===== config.mk =====
export PLATFORM = sky130hd
export DESIGN_NAME = cache_fill_fsm
export DESIGN_NICKNAME = d
export VERILOG_FILES = /design/src/rtl/cache_fill_fsm.sv
export SDC_FILE = /design/constraint.sdc
export NUM_CORES = 1
export LEC_CHECK = 0
export ABC_AREA = 0
export BUFFER_PORTS_ARGS = -buffer_cell sky130_fd_sc_hd__buf_2
export CORE_ASPECT_RATIO = 2
export CORE_MARGIN = 2
export CORE_UTILIZATION = 30
export CTS_CLUSTER_DIAMETER = 200
export DETAILED_ROUTE_END_ITERATION = 7
export SYNTH_ARGS = -nofsm -noshare
export SYNTH_HDL_FRONTEND = slang
export SYNTH_SLANG_ARGS = --single-unit

===== constraint.sdc =====
create_clock -name clk -period 1.8 [get_ports clk]
set_input_delay 0.09 -clock clk [delete_from_list [all_inputs] [get_ports clk]]
set_output_delay 0.09 -clock clk [all_outputs]
set_load 0.05 [all_outputs]

===== src/rtl/cache_fill_fsm.sv =====
// Cache miss fill engine: requests one aligned block from pipelined memory,
// writes each returned word into the data array, then pulses the tag write.
module cache_fill_fsm #(
  parameter int DWIDTH = 16,
  parameter int AWIDTH = 16,
  parameter int WORDS  = 8
) (
  input  logic              clk,
  input  logic              rst,
  input  logic              miss_detected,
  input  logic [AWIDTH-1:0] miss_address,
  input  logic [DWIDTH-1:0] mem_data,
  input  logic              mem_data_valid,
  output logic              fsm_busy,
  output logic              mem_rd_en,
  output logic [AWIDTH-1:0] mem_addr,
  output logic              data_wr,
  output logic [AWIDTH-1:0] data_wr_addr,
  output logic [DWIDTH-1:0] data_wr_data,
  output logic              tag_wr,
  output logic              fill_done
);

  localparam int OFS = $clog2(2 * WORDS);
  localparam int CW  = $clog2(WORDS) + 1;
  localparam logic [CW-1:0] CNT_LAST = CW'(WORDS);
  localparam logic [CW-1:0] CNT_PENULT = CW'(WORDS - 1);

  typedef enum logic [1:0] {S_IDLE, S_FILL, S_TAG} state_t;

  state_t            r_state;
  state_t            w_state_next;
  logic [AWIDTH-1:0] r_base;
  logic [CW-1:0]     r_req_cnt;
  logic [CW-1:0]     r_rcv_cnt;
  logic              w_req_active;
  logic              w_wr;
  logic [AWIDTH-1:0] w_req_ofs;
  logic [AWIDTH-1:0] w_rcv_ofs;

  assign w_req_active = (r_state == S_FILL) && (r_req_cnt < CNT_LAST);
  assign w_wr         = (r_state == S_FILL) && mem_data_valid;
  // Byte offset of word k is 2*k; base is block aligned so no carry into the tag.
  assign w_req_ofs    = AWIDTH'({r_req_cnt, 1'b0});
  assign w_rcv_ofs    = AWIDTH'({r_rcv_cnt, 1'b0});

  always_ff @(posedge clk) begin
    if (rst) begin
      r_state   <= S_IDLE;
      r_base    <= '0;
      r_req_cnt <= '0;
      r_rcv_cnt <= '0;
    end else begin
      r_state <= w_state_next;
      case (r_state)
        S_IDLE: begin
          r_req_cnt <= '0;
          r_rcv_cnt <= '0;
          if (miss_detected) begin
            r_base <= {miss_address[AWIDTH-1:OFS], {OFS{1'b0}}};
          end
        end
        S_FILL: begin
          if (w_req_active) begin
            r_req_cnt <= r_req_cnt + 1'b1;
          end
          if (w_wr) begin
            r_rcv_cnt <= r_rcv_cnt + 1'b1;
          end
        end
        default: begin
          r_req_cnt <= r_req_cnt;
          r_rcv_cnt <= r_rcv_cnt;
        end
      endcase
    end
  end

  always_comb begin
    w_state_next = r_state;
    fsm_busy     = 1'b0;
    mem_rd_en    = 1'b0;
    mem_addr     = r_base;
    data_wr      = 1'b0;
    data_wr_addr = r_base;
    data_wr_data = '0;
    tag_wr       = 1'b0;
    fill_done    = 1'b0;
    case (r_state)
      S_IDLE: begin
        if (miss_detected) begin
          w_state_next = S_FILL;
        end
      end
      S_FILL: begin
        fsm_busy     = 1'b1;
        mem_rd_en    = w_req_active;
        if (w_req_active) begin
          mem_addr = r_base + w_req_ofs;
        end
        data_wr      = w_wr;
        data_wr_addr = r_base + w_rcv_ofs;
        data_wr_data = mem_data;
        // Leave on the edge that accepts the final word of the block.
        if (w_wr && (r_rcv_cnt == CNT_PENULT)) begin
          w_state_next = S_TAG;
        end
      end
      S_TAG: begin
        fsm_busy     = 1'b1;
        tag_wr       = 1'b1;
        fill_done    = 1'b1;
        w_state_next = S_IDLE;
      end
      default: begin
        w_state_next = S_IDLE;
      end
    endcase
  end

endmodule


==> results of run 1 <==
==> critical path: cells and delay by family (launching register included) <==
kind / cells / cell delay, ps
flip-flops: 1 / 350
adder cells (fa/ha/maj): 1 / 180
multiplexers: 1 / 280
buffers and inverters: 5 / 660
==> final cells by class <==
type / count / share of cell area [%]
multi-input cells: 171 / 49.9
repair buffers: 111 / 27.4
flip-flops and latches: 22 / 16.7
well taps: 60 / 2.74
clock buffers: 3 / 1.51
clock inverters: 1 / 1.09
inverters: 5 / 0.684
==> cell families (layout without fill, tap and decap cells) <==
kind of cell	after synthesis	after routing	share of synthesized area [%]
other cells	1	2	0.225
flops	22	22	26.4
buf+inv	21	120	6.84
mux	5	5	3.23
fa+ha+maj	11	11	8.26
simple gates	102	102	34.4
compound gates	30	30	9.54
xor+xnor	21	21	11.0
==> worst paths after layout <==
check                  startpoint              end  slack [ps]  cells past startpoint
setup / recovery       r_state[1]  data_wr_addr[4]         -30                      7
hold / removal    miss_address[8]        r_base[8]          50                      3
setup reg to reg       r_state[1]     r_rcv_cnt[0]         150                      8
hold reg to reg        r_base[13]       r_base[13]         490                      2
==> metal layers <==
metal | vias up | global-route usage (%)
met4 | 0 | 5.78
met1 | 812 | 14.6
met5 | - | 0
met2 | 70 | 32.4
met3 | 6 | 1.76
li1 | 892 | -
==> where the power goes <==
part | internal, mW | switching, mW | leakage (nW) | total, mW
sequential | 0.565 | 0.0940 | 0.184 | 0.659
clock | 0.297 | 0.167 | 0.0357 | 0.464
combinational | 0.698 | 1.35 | 1.14 | 2.05
total | 1.56 | 1.61 | 1.36 | 3.17
==> synthesized netlist by cell type, types with 3 or more instances <==
master    instances  area, µm²
xnor2_1           9       78.8
buf_4             6       45.0
nor2_1            7       26.3
nand2_1          34        128
nor2b_1           3       18.8
xor2_1           12        105
and2_1           24        150
dfxtp_1          22        440
clkbuf_1          5       18.8
nand3_1           3       15.0
nand2b_1          7       43.8
inv_1             5       18.8
o21ai_0           5       25.0
buf_2             4       20.0
ha_1             11        138
nor3_1            6       30.0
a21oi_1          21        105
nand4_1           8       50.1
mux2_2            3       33.8
==> stage by stage <==
step           hold slack (ps)  cell area (µm²)  cells
4_1_cts                   50.5             2630    371
3_5_place_dp               342             2360    360
2_1_floorplan              226             1820    214
5_1_grt                   55.4             2740    373
6_report                  50.3             2740    373
3_3_place_gp               339             2360    360
==> repair_timing <==
| item | CTS | global route |
|---|---|---|
| buffers inserted | 7 | 2 |
| hold buffers | 0 | 0 |
| pin swaps | 9 | 10 |
| resized for setup | 44 | 34 |
| setup endpoints to repair | 47 | 37 |
==> state kept, by name, indices dropped and copies added (netlist names) <==
name / count
r_req_cnt: 4
r_state: 2
r_rcv_cnt: 4
r_base: 12
==> flow_summary.json, run 1 <==
{
  "status": "finished with violations",
  "failed_checks": "negative setup slack",
  "grt_start_max_net_pins": 33,
  "htreeDepth": 1,
  "dp_slack_ps": -13.7,
  "clockBufferDepth": 2,
  "multi_input_area_um2": 1370,
  "crit_fanout": 6,
  "yosysUniqueCellTypes": 34,
  "arrival_ps": 1740,
  "peakVddDrop_mv": 0.897,
  "firstDrtPassIters": 4,
  "cts.sinks": 22,
  "via_per_inst": 4.77,
  "regArea_um2": 457,
  "path_cells": "inv_2 > ha_4 > buf_4 > buf_4 > buf_4 > mux2_2 > buf_2",
  "port_buffers": 82,
  "netlist_area_um2": 1670,
  "wl_per_cell_um": 12.9,
  "required_ps": 1710,
  "finalSetupTns_ps": -34.9,
  "clk-insertion-delay-late_ps": 260,
  "met2_length_mm": 2.84,
  "final_nets": 361,
  "seq_area_frac_synth_pct": 26.4,
  "synth_warnings": 0,
  "cts_buffers": 3,
  "drc_errors": 0,
  "vias": 1780,
  "grtUsageTotal_pct": 15.5,
  "diodes": 0,
  "hold_path.class": "in -> reg",
  "die_h_um": 109,
  "p_leak_nw": 1.36,
  "setup_slack_ps": -26.5,
  "synth_edf_count": 0,
  "grt_pass1_vias": 1715,
  "start_util_pct": 31.0,
  "synth_cells": 213,
  "cts-root-buf": "clkbuf_8",
  "period_share_pct": 101,
  "io_pins": 89,
  "grt_pass1_wl_mm": 7.53,
  "crit_top_cell": "buf_4",
  "top_layer_used": "met4",
  "synth_area_per_cell_um2": 7.82,
  "finalCriticalPeriod_ps": 1830,
  "path_class": "reg -> out",
  "max_freq_ghz": 0.547,
  "setup_viol": 2,
  "grt-ovfl-total": 0,
  "wl_mm": 4.80,
  "cap_violations": 0,
  "drt_iter0_markers": 23,
  "dp_hpwl_mm": 3.83,
  "rows": 38,
  "end_kind": "primary output",
  "total_power_mw": 3.17,
  "drive_above_1_share_pct": 52.4,
  "synthArstFlopShare_pct": 0,
  "drv_slew": 0,
  "die_w_um": 56.7,
  "core-area_um2": 5370,
  "area_growth_syn_to_layout_pct": 64.7,
  "place_congestion": 0.746,
  "ys.flop_type": "dfxtp_1",
  "path_clk_slew_ps": 90,
  "met3_wirelength_um": 268,
  "antenna_found_initial": 0,
  "ys_ff_latch": 22,
  "max_stage_delay_ps": 350,
  "cts_tree": "done",
  "hold_viol": 0,
  "powerDensity_nw_per_um2": 1160,
  "ant_nets": 0,
  "n_fill_cell": 536,
  "rsz0062_at_grt": "true",
  "slowest_stage": "dfxtp_2",
  "final_common_cell": "buf_2",
  "wirelength_met1_mm": 1.61,
  "final_core_util_pct": 51.0,
  "final_cell_mix": "buf_2 (49), nand2_1 (34), buf_4 (33)",
  "skew_ps": 5.00,
  "fp.dieArea_um2": 6200,
  "startpoint_type": "register"
}
No activity file was read; power rests on OpenSTA's default activity.
==> inputs of run 2 (changes only) <==
--- a/config.mk
+++ b/config.mk
@@ -7,11 +7,14 @@
 export LEC_CHECK = 0
 export ABC_AREA = 0
 export BUFFER_PORTS_ARGS = -buffer_cell sky130_fd_sc_hd__buf_2
+export CELL_PAD_IN_SITES_DETAIL_PLACEMENT = 1
+export CELL_PAD_IN_SITES_GLOBAL_PLACEMENT = 2
 export CORE_ASPECT_RATIO = 2
 export CORE_MARGIN = 2
-export CORE_UTILIZATION = 30
+export CORE_UTILIZATION = 23
 export CTS_CLUSTER_DIAMETER = 200
 export DETAILED_ROUTE_END_ITERATION = 7
+export PLACE_DENSITY_LB_ADDON = 0.1
 export SYNTH_ARGS = -nofsm -noshare
 export SYNTH_HDL_FRONTEND = slang
 export SYNTH_SLANG_ARGS = --single-unit
==> run 2 against run 1 <==
Effect of this change:
- the flow now finishes without violations
- core utilization is 12 points lower
- flip-flop and latch count stayed put
- highest routed layer unchanged
- largest cell class unchanged
- first-iteration DRC count is 48% higher
- critical path type unchanged
- non-clock buffer count stayed put
- design area is 0.73% higher
- final cell count is 8.0% higher
- sequential share of layout area is 0.17 points lower
==> flow_summary.json, run 2 (same netlist as run 1, synthesis figures left out) <==
{
  "startpoint_type": "register",
  "via_per_inst": 4.47,
  "period_share_pct": 99.5,
  "dp_hpwl_mm": 4.67,
  "wl_per_cell_um": 13.9,
  "final_cell_mix": "buf_2 (62), nand2_1 (34), buf_4 (32)",
  "dp_slack_ps": -59.1,
  "setup_slack_ps": 9.50,
  "peakVddDrop_mv": 0.556,
  "max_freq_ghz": 0.559,
  "ant_nets": 0,
  "path_delay_family": "buffers and inverters",
  "drv_slew": 0,
  "vias": 1803,
  "status": "complete, no violations",
  "crit_top_cell": "buf_6",
  "final_core_util_pct": 39.5,
  "final_common_cell": "buf_2",
  "rsz0062_at_grt": "true",
  "required_ps": 1710,
  "setup_viol": 0,
  "regMostFlops": "r_base",
  "cts_tree": "done",
  "max_stage_delay_ps": 330,
  "ctsHoldBuffers": 0,
  "fp.dieArea_um2": 7980,
  "crit_fanout": 7,
  "drive_above_1_share_pct": 51.8,
  "grt-ovfl-total": 0,
  "largestRegisters": "r_base: 12 flops, r_rcv_cnt: 4 flops, r_req_cnt: 4 flops",
  "core-area_um2": 6990,
  "drt_iter0_markers": 34,
  "place_congestion": 0.742,
  "clockBufferDepth": 2,
  "antenna_found_initial": 0,
  "cap_violations": 0,
  "hold_viol": 0,
  "htreeDepth": 1,
  "path_clk_slew_ps": 60,
  "final_nets": 361,
  "p_leak_nw": 1.41,
  "total_power_mw": 3.23,
  "path_cells": "inv_2 > ha_4 > nand4_1 > buf_6 > nor3b_4 > xor2_2 > buf_6",
  "drc_errors": 0,
  "io_pins": 89,
  "grt_pass1_wl_mm": 9.03,
  "finalCriticalPeriod_ps": 1790,
  "grt_start_max_net_pins": 36,
  "cts_buffers": 3,
  "reg2regPathDepth": 7,
  "hold_path.class": "in -> reg",
  "area_growth_syn_to_layout_pct": 65.9,
  "largest_register_ffs": 12,
  "worstHoldPathCells": 3,
  "powerDensity_nw_per_um2": 1170,
  "skew_ps": 2.40,
  "cts-root-buf": "clkbuf_16",
  "end_kind": "primary output",
  "firstDrtPassIters": 2,
  "port_buffers": 82,
  "grtUsageTotal_pct": 14.3,
  "hold_ws_ps": 69.2,
  "grt_pass1_vias": 1902,
  "diodes": 0,
  "rows": 43,
  "slowest_stage": "dfxtp_2",
  "wl_mm": 5.61,
  "arrival_ps": 1700,
  "start_util_pct": 23.8,
  "worstPathBufferInverterCount": 3,
  "clk-insertion-delay-late_ps": 250,
  "path_class": "reg -> out",
  "die_w_um": 64.2,
  "die_h_um": 124,
  "cts.sinks": 22,
  "critical_path_depth": 7
}
[run 2: cell types whose count changed in the layout (fill, tap and decap cells not counted), moves of 2 or more]
cell	change
clkbuf_8	-2
nor2_2	-2
buf_6	+3
clkbuf_16	+3
buf_2	+13
nor2_1	+3
dfxtp_2	+2
clkbuf_4	-15
[run 2: per-layer routing]
metal	up-vias	routed length (µm)	global-route usage (%)
met3	11	220	1.17
met5	-	0	0
met4	0	173	6.51
met1	843	1810	12.9
li1	889	-	-
met2	60	3410	29.9
[run 2: final cells by class]
type	instances	area, µm²
multi-input combinational	171	1350
fill	854	4230
timing repair buffer	111	736
clock buffer	4	88.8
tap	90	113
inverter	5	18.8
sequential	22	455
[run 2: worst reg2reg max path, delay by kind of cell (launching register included)]
family | cells | cell delay [ps]
multiplexers | 1 | 240
AO/OA/AOI/OAI | 1 | 280
adder cells (fa/ha/maj) | 1 | 250
AND/OR/NAND/NOR | 1 | 160
flip-flops | 1 | 340
buffers and inverters | 3 | 300
[run 2: power by group]
part / switching [mW] / internal, mW / leakage (nW)
clock network: 0.176 / 0.339 / 0.0442
registers: 0.0945 / 0.568 / 0.184
logic: 1.37 / 0.676 / 1.18
[run 2: stage by stage]
step / instances / instance area (µm²) / setup TNS, ps
6_report: 403 / 2760 / 0
5_1_grt: 403 / 2760 / -524
4_1_cts: 401 / 2690 / -0.0651
3_5_place_dp: 393 / 2430 / -100
3_3_place_gp: 393 / 2430 / -11.2
2_1_floorplan: 214 / 1820 / -110
[run 2: final timing paths]
kind	start	to	slack, ps
setup / recovery	r_state[1]	data_wr_addr[15]	9
hold / removal	miss_address[11]	r_base[11]	70
setup reg to reg	r_state[1]	r_state[0]	150
hold reg to reg	r_base[9]	r_base[9]	510
[run 2: repair_timing]
action | in CTS | in global routing
pin swaps | 6 | 11
gates resized for setup | 39 | 22
setup buffers | 4 | 2
setup endpoints to repair | 51 | 25
endpoints found under the hold margin | 0 | 0
==> inputs of run 3 (changes only) <==
--- a/config.mk
+++ b/config.mk
@@ -11,7 +11,7 @@
 export CELL_PAD_IN_SITES_GLOBAL_PLACEMENT = 2
 export CORE_ASPECT_RATIO = 2
 export CORE_MARGIN = 2
-export CORE_UTILIZATION = 23
+export CORE_UTILIZATION = 25
 export CTS_CLUSTER_DIAMETER = 200
 export DETAILED_ROUTE_END_ITERATION = 7
 export PLACE_DENSITY_LB_ADDON = 0.1
==> constraint.sdc (replaced) <==
create_clock -name clk -period 2.15 [get_ports clk]
set_input_delay 0.1075 -clock clk [delete_from_list [all_inputs] [get_ports clk]]
set_output_delay 0.1075 -clock clk [all_outputs]
set_load 0.05 [all_outputs]
==> run 3 against run 2 <==
Effect of this change:
- clock-buffer cell count unchanged
- largest cell class unchanged
- first-iteration DRC count down 29%
- largest power group unchanged
- sequential share of layout area up 2.9 points
- die area down 7.6%
- design area down 17%
==> flow_summary.json, run 3 (same netlist as run 1, synthesis figures left out) <==
{
  "status": "complete, no violations",
  "drc_errors": 0,
  "die_h_um": 119,
  "p_leak_nw": 1.16,
  "drive_above_1_share_pct": 37.0,
  "dp_hpwl_mm": 3.82,
  "vias": 1700,
  "ant_nets": 0,
  "area_growth_syn_to_layout_pct": 37.3,
  "final_cell_mix": "buf_2 (77), nand2_1 (34), and2_1 (24)",
  "grt_start_max_net_pins": 26,
  "comb_power_share_pct": 58.5,
  "reg2reg_from": "r_state[1]",
  "rsz0062_at_grt": "false",
  "regArea_um2": 443,
  "final_nets": 340,
  "wl_per_cell_um": 12.9,
  "grt_pass1_wl_mm": 8.09,
  "multi_input_area_um2": 1140,
  "port_buffers": 82,
  "rows": 42,
  "via_per_inst": 4.47,
  "seqPwrFrac_pct": 23.3,
  "rrSetupSlack_ps": 400,
  "setup_viol": 0,
  "switching_share_pct": 53.4,
  "final_common_cell": "buf_2",
  "min_from": "miss_address[14]",
  "intPower_mw": 1.15,
  "htreeDepth": 1,
  "clockBufferDepth": 2,
  "fin_area_um2": 2290,
  "largestRegisters": "r_base: 12 flops, r_rcv_cnt: 4 flops, r_req_cnt: 4 flops",
  "core-area_um2": 6520,
  "path_class": "reg -> out",
  "startpoint_type": "register",
  "dpl-instance-area_um2": 2140,
  "worstHoldPathCells": 3,
  "hold_path.class": "in -> reg",
  "drv_slew": 0,
  "dp.cells": 373,
  "crit_fanout": 12,
  "cts_buffers": 3,
  "cts.sinks": 22,
  "die_w_um": 61.7,
  "required_ps": 2040,
  "peakVddDrop_mv": 0.561,
  "io_pins": 89,
  "n_fill_cell": 859,
  "end_kind": "primary output",
  "fp.dieArea_um2": 7370,
  "reg2regPathDepth": 7,
  "largest_register_ffs": 12,
  "power.switching_mw": 1.31,
  "hold_ws_ps": 81.2,
  "clkPwrFrac_pct": 18.2,
  "grt-ovfl-total": 0,
  "grt_pass1_vias": 1661,
  "finalCriticalPeriod_ps": 2010,
  "hold_viol": 0,
  "fin_cells": 380,
  "firstDrtPassIters": 4,
  "reg2reg_to": "r_rcv_cnt[3]",
  "grtUsageTotal_pct": 14.2,
  "skew_ps": 4.07,
  "regMostFlops": "r_base",
  "arrival_ps": 1900,
  "wl_mm": 4.91,
  "cts_tree": "done",
  "cap_violations": 0,
  "diodes": 0,
  "finalSetupTns_ps": 0,
  "antenna_found_initial": 0,
  "powerDensity_nw_per_um2": 1080,
  "total_power_mw": 2.46,
  "cts-root-buf": "clkbuf_16",
  "period_share_pct": 93.5,
  "path_clk_slew_ps": 60,
  "max_freq_ghz": 0.497,
  "place_congestion": 0.711,
  "clk-insertion-delay-late_ps": 260,
  "start_util_pct": 25.6,
  "drt_iter0_markers": 24,
  "hold_end": "r_base[14]"
}
[run 3: cell types whose count changed in the layout (fill, tap and decap cells not counted), moves of 2 or more]
cell and change:
xnor2_1 +7, xor2_2 -12, nor3_4 -2, xor2_1 +12, dfxtp_4 -2, dfxtp_2 -4
dfxtp_1 +6, buf_6 -12, buf_2 +15, nor3_1 +5, xnor2_2 -7, nor3_2 -3
buf_4 -23
[run 3: power by group through the flow]
stage | registers [mW] | logic, mW | clock network, mW
floorplan | 0.533 | 1.18 | 0
global placement | 0.576 | 1.42 | 0
CTS | 0.571 | 1.44 | 0.466
finish | 0.574 | 1.44 | 0.447
detailed placement | 0.580 | 1.44 | 0
global route | 0.587 | 1.55 | 0.482
[run 3: timing repair]
action	4_1_cts	5_1_grt
gates resized for setup	1	12
setup buffers	2	1
hold buffers	0	0
pin swaps	1	1
setup endpoints to repair	8	11
hold endpoints to repair	0	0
[run 3: final cells by class]
type                            count  share of cell area [%]
Sequential cell                    22                    19.4
Inverter                            5                   0.821
Clock buffer                        4                    3.89
Tap cell                           88                    4.82
Timing Repair Buffer               90                    21.1
Multi-Input combinational cell    171                    50.0
[run 3: per-stage QoR]
stage               worst slack [ps]  util (%)
floorplan                        140         -
global placement                 216      32.8
detailed placement               194      32.8
CTS                             9.74      34.5
global route                    10.6      35.1
finish                           139      35.1
[run 3: metal layers]
metal	vias to the layer above	GRT usage, %	wire, µm
li1	864	-	-
met1	793	20.2	2270
met2	38	21.4	2370
met3	5	1.52	193
met4	0	5.19	79
met5	-	0	0
[run 3: worst max-delay path: stages, from the launching register on]
cell	delay (ps)
dfxtp_1	330
inv_1	160
ha_4	200
buf_4	190
nor2b_2	200
mux2_2	350
buf_2	210
[run 3: how the worst max path moves through the flow]
stage	slack, ps	cells past startpoint	startpoint	endpoint
global placement	220	6	r_state[1]	data_wr_addr[13]
floorplan	140	5	r_state[1]	data_wr_addr[13]
detailed placement	190	6	r_state[1]	data_wr_addr[13]
global route	10	7	r_state[1]	data_wr_addr[13]
finish	140	6	r_state[1]	mem_addr[4]
CTS	10	6	r_state[1]	mem_addr[4]
